File: src/rtl/lu_instr_issue.sv
// lu_instr_issue: instruction issue buffer in front of lu_processor.
// Host words enter a circular FIFO over a valid/ready handshake and leave
// at most one per cycle on registered OUT_VLD/OUT_INSTR. A HALT command
// word (top three bits all ones) is consumed silently and freezes issue
// until RESUME is pulsed. ISSUED_CNT counts cycles with OUT_VLD=1.
module lu_instr_issue #(
    parameter int INSTR_SIZE = 27,
    parameter int DEPTH      = 8,
    parameter int CNT_W      = 16
) (
    input  logic                       clk,
    input  logic                       rst,
    input  logic                       IN_VLD,
    input  logic [INSTR_SIZE-1:0]      IN_INSTR,
    output logic                       IN_RDY,
    input  logic                       ISSUE_EN,
    input  logic                       RESUME,
    output logic                       OUT_VLD,
    output logic [INSTR_SIZE-1:0]      OUT_INSTR,
    output logic [$clog2(DEPTH):0]     FIFO_COUNT,
    output logic                       FULL,
    output logic                       EMPTY,
    output logic                       HALTED,
    output logic [CNT_W-1:0]           ISSUED_CNT
);

    localparam int PTR_W = $clog2(DEPTH);
    localparam logic [PTR_W:0] FULL_LVL = (PTR_W + 1)'(DEPTH);
    localparam logic [2:0] HALT_CMD = 3'b111;

    typedef enum logic [0:0] {
        ST_RUN  = 1'b0,
        ST_HALT = 1'b1
    } state_t;

    // Storage is deliberately left unreset; only pointers/count define
    // which entries are meaningful.
    logic [INSTR_SIZE-1:0] mem [DEPTH];

    logic [PTR_W-1:0]      wr_ptr_reg;
    logic [PTR_W-1:0]      rd_ptr_reg;
    logic [PTR_W:0]        count_reg;
    state_t                state_reg;
    logic                  out_vld_reg;
    logic [INSTR_SIZE-1:0] out_instr_reg;
    logic [CNT_W-1:0]      issued_cnt_reg;

    logic                  full;
    logic                  empty;
    logic                  push;
    logic                  pop;
    logic [INSTR_SIZE-1:0] head_word;
    logic                  head_is_halt;

    // Status is derived from the registered count only, so a pop in the
    // same cycle never opens a slot for a simultaneous push.
    assign full  = (count_reg == FULL_LVL);
    assign empty = (count_reg == '0);
    assign push  = IN_VLD && !full;
    assign pop   = (state_reg == ST_RUN) && ISSUE_EN && !empty;

    // The head must be decoded in the same cycle it is popped, so the
    // array is read asynchronously at the read pointer.
    assign head_word    = mem[rd_ptr_reg];
    assign head_is_halt = (head_word[INSTR_SIZE-1 -: 3] == HALT_CMD);

    // Write accepted host words into the slot under the write pointer.
    always_ff @(posedge clk) begin
        if (push) begin
            mem[wr_ptr_reg] <= IN_INSTR;
        end
    end

    // Pointer and occupancy bookkeeping; pointers wrap naturally because
    // DEPTH is a power of two.
    always_ff @(posedge clk) begin
        if (rst) begin
            wr_ptr_reg <= '0;
            rd_ptr_reg <= '0;
            count_reg  <= '0;
        end else begin
            if (push) begin
                wr_ptr_reg <= wr_ptr_reg + 1'b1;
            end
            if (pop) begin
                rd_ptr_reg <= rd_ptr_reg + 1'b1;
            end
            case ({push, pop})
                2'b10:   count_reg <= count_reg + 1'b1;
                2'b01:   count_reg <= count_reg - 1'b1;
                default: count_reg <= count_reg;
            endcase
        end
    end

    // RUN/HALT state machine with registered issue outputs and counter.
    always_ff @(posedge clk) begin
        if (rst) begin
            state_reg      <= ST_RUN;
            out_vld_reg    <= 1'b0;
            out_instr_reg  <= '0;
            issued_cnt_reg <= '0;
        end else begin
            case (state_reg)
                ST_RUN: begin
                    if (pop) begin
                        if (head_is_halt) begin
                            // HALT words are swallowed, never issued.
                            out_vld_reg <= 1'b0;
                            state_reg   <= ST_HALT;
                        end else begin
                            out_vld_reg    <= 1'b1;
                            out_instr_reg  <= head_word;
                            issued_cnt_reg <= issued_cnt_reg + 1'b1;
                        end
                    end else begin
                        out_vld_reg <= 1'b0;
                    end
                end
                ST_HALT: begin
                    out_vld_reg <= 1'b0;
                    if (RESUME) begin
                        state_reg <= ST_RUN;
                    end
                end
                default: begin
                    out_vld_reg <= 1'b0;
                    state_reg   <= ST_RUN;
                end
            endcase
        end
    end

    assign IN_RDY     = !full;
    assign FULL       = full;
    assign EMPTY      = empty;
    assign FIFO_COUNT = count_reg;
    assign HALTED     = (state_reg == ST_HALT);
    assign OUT_VLD    = out_vld_reg;
    assign OUT_INSTR  = out_instr_reg;
    assign ISSUED_CNT = issued_cnt_reg;

endmodule
File: config.mk
export PLATFORM = sky130hd
export DESIGN_NAME = lu_instr_issue
export DESIGN_NICKNAME = d
export VERILOG_FILES = /design/src/rtl/lu_instr_issue.sv
export SDC_FILE = /design/constraint.sdc
export NUM_CORES = 1
export LEC_CHECK = 0
export CAP_MARGIN = 15
export CORE_MARGIN = 8
export CORE_UTILIZATION = 36
export DETAILED_ROUTE_END_ITERATION = 8
export GPL_TIMING_DRIVEN = 0
export SYNTH_ARGS = -nofsm -noshare
export SYNTH_HDL_FRONTEND = slang
export SYNTH_SLANG_ARGS = --single-unit
File: constraint.sdc
create_clock -name clk -period 15.2 [get_ports clk]
set_input_delay 3.8 -clock clk [delete_from_list [all_inputs] [get_ports clk]]
set_output_delay 3.8 -clock clk [all_outputs]
set_load 0.01 [all_outputs]
==> results of run 1 <==
-- path summary, 6_finish.rpt --
kind,startpoint,cells after the start,to,slack [ns]
setup / recovery,IN_VLD,6,mem[1][14],9.14
hold / removal,ISSUED_CNT[15],2,ISSUED_CNT[15],0.49
setup reg to reg,FIFO_COUNT[0],8,mem[1][14],12.17
hold reg to reg,ISSUED_CNT[15],2,ISSUED_CNT[15],0.49
-- layer usage --
metal	global-route usage (%)	routed length (um)	vias to the layer above
met4	3.000	334	2
met1	16.83	10140	2999
met3	3.132	1485	30
li1	-	-	2605
met5	0	13	-
met2	21.73	11210	168
-- worst max-delay path, cell delays in order --
cell             delay [ns]
clkdlybuf4s50_1        0.45
nor2b_1                0.41
inv_1                  0.27
nor4b_2                0.87
buf_4                  0.31
buf_4                  0.19
-- power groups by stage --
| stage | Clock (W) | Combinational (W) | Sequential, W |
|---|---|---|---|
| final | 0.000654 | 0.000537 | 0.000916 |
| after global routing | 0.000695 | 0.000585 | 0.000924 |
| after CTS | 0.000670 | 0.000550 | 0.000917 |
| after detailed placement | 0 | 0.000548 | 0.000932 |
| after global placement | 0 | 0.000531 | 0.000933 |
| after floorplan | 0 | 0.000331 | 0.000941 |
-- cell families (layout without fill, tap and decap cells) --
logic type                 Yosys count  after routing  share of synthesized area, %
AOI/OAI and AO/OA                   67             67                         5.216
xor gates and xnor gates             8              8                        0.6624
adders and majority gates            6              6                        0.7097
buffers and inverters               38            195                         1.821
DFF                                274            274                         72.30
muxes                               86             86                         14.57
and+or+nand+nor                    103            103                         4.720
-- layout by cell type, fill, tap and decap left out, types with 3 or more instances in the layout --
cell type / count
ha_1: 6
clkbuf_16: 29
dfxtp_1: 58
nand2_1: 19
a211oi_2: 22
xor2_1: 5
nor3_2: 3
clkinv_1: 3
a21oi_1: 21
o31ai_1: 5
xnor2_1: 3
or4_1: 5
buf_4: 11
buf_1: 4
clkdlybuf4s50_1: 82
nor2_1: 40
or3_1: 10
mux4_2: 54
a211oi_1: 5
buf_6: 19
inv_1: 5
o21ai_0: 11
clkinvlp_4: 3
nand4_1: 4
mux2_2: 3
buf_2: 7
mux2i_1: 28
clkbuf_1: 25
nand3_1: 8
edfxtp_1: 216
-- layout make-up --
class	count	area, um2
repair buffers	106	1070
flip-flops and latches	274	7647
plain buffers	32	170.2
clock inverters	11	112.6
well taps	384	480.5
inverters	6	22.52
fillers	2495	15810
clock buffers	40	767.0
multi-input cells	270	2783
-- through the flow --
step	instance area [um2]	instances	hold WS [ns]	util, %	setup slack [ns]
2_1_floorplan	10580	582	0.4541	-	7.554
6_report	13050	1123	0.4860	45.23	9.138
3_3_place_gp	11880	1048	0.4649	41.16	3.924
5_1_grt	13050	1123	0.5254	45.23	8.967
3_5_place_dp	12170	1072	0.4806	42.18	8.579
4_1_cts	13050	1123	0.4887	45.23	9.122
==> run metrics, run 1 <==
Synth Cell Area 10,580 um2; largest net degree at the start of global routing 21; CP Launch Type input pin; DPL Wire Length 15,960 um; Hold Crit Class flip-flop to flip-flop; Setup TNS Final 0 ns; 1st-iter DRT viols 329; Post-synth top flop edfxtp_1; chip width 187.4 um; share of power burned in registers 43.5%; library cells used by synthesis 39; clk_skew 0.01507 ns; Area contributors post-synth edfxtp_1 (61%), mux4_2 (11%), dfxtp_1 (11%); drt via density about 5.2; Routed Antenna Nets 0; DRT Pass-1 Iters 4; Core Region 28,860 um2; total CTS buffers 28; layout cells sized above 1 22.46%; DRC Markers 0; Final Setup Violations 0; Post-Syn Nets 620; PD cells about 160 nW/um2; area added between synthesis and finish 23.40%; Seq/Total Area, Yosys 72.30%; GR Overflow Total 0; Synth top cells by count edfxtp_1 (216), dfxtp_1 (58), mux4_2 (54), nor2_1 (41), mux2i_1 (28); CP Max Fanout 7; global-route wire length before repair about 36,000 um; ANT cells 0; Peak VDD IR 0.00009244 V; Initial Utilization between 30% and 40%; Power Total 0.002107 W; Root Driver clkbuf_16; unrepaired setup endpoints after global routing no; IO Pins 84; initial antenna violation count 1; slew margin rel. 31.56%; H-tree levels 1; Yosys top cell area share 61.32%; switching power 0.0005800 W; post-synthesis cell type with the largest combined area edfxtp_1; clock share of power between 30 and 40%; ys async rst share 0%; clk slew on worst S/H paths 0.06 ns; Yosys warning count 0; number of max-cap violations 0; register name with the most flops mem; period utilization between 30% and 40%; CP Data Required Time 15.44 ns; critical path type input pin to flip-flop; die height 187.4 um; status complete, no violations; Sw Share 27.53%; Power Internal between 0.0015 and 0.002 W; gpl congestion 0.7536; Slew Viols, Final 0; FF+latch count, synth between 200 and 300; leakage 4.043 nW; final hold vios 0; CTS tree built; Cells after Synth around 580; clk sinks 274; final net count ~760; number of flip-flops in the largest register 216; CTS Buffer Depth 3; average wire per standard cell ~21 um; Skew-Pair Late Insertion Delay 0.54 ns; cts repair resizes 0; Vias around 5,800; Fmax 165.0 MHz; Gate power share about 26%; total track usage around an eighth; Crit. End Element flip-flop; worst-margin pin slew 1.027 ns; IO Port Bufs 82; min Tclk post-route 6.062 ns; CP Data Arrival Time 6.30 ns; standard-cell rows 62; cts hold-fix bufs 0; Die Area 35,120 um2; Mean Syn Cell Area 18.17 um2; Setup Buffers After CTS 0; most common cell in the netlist edfxtp_1; number of synthesized flops with an enable pin 216; vias in the first global route 6,067; WL final 23,190 um
(Power assumes the default switching activity.)
==> inputs of run 2 (changes only) <==
==> constraint.sdc (replaced) <==
create_clock -name clk -period 5.7 [get_ports clk]
set_input_delay 1.425 -clock clk [delete_from_list [all_inputs] [get_ports clk]]
set_output_delay 1.425 -clock clk [all_outputs]
set_load 0.01 [all_outputs]
==> results of run 2 <==
Same layout as run 1 (identical final DEF). Status: complete, no violations.
Among the figures that moved: setup slack after placement 8.579 ns -> 1.454 ns; setup slack after layout 9.138 ns -> 2.013 ns; register-to-register setup slack 12.17 ns -> 2.67 ns; total power 0.002107 W -> 0.005619 W; worst IR drop on VDD 0.00009244 V -> 0.0002465 V
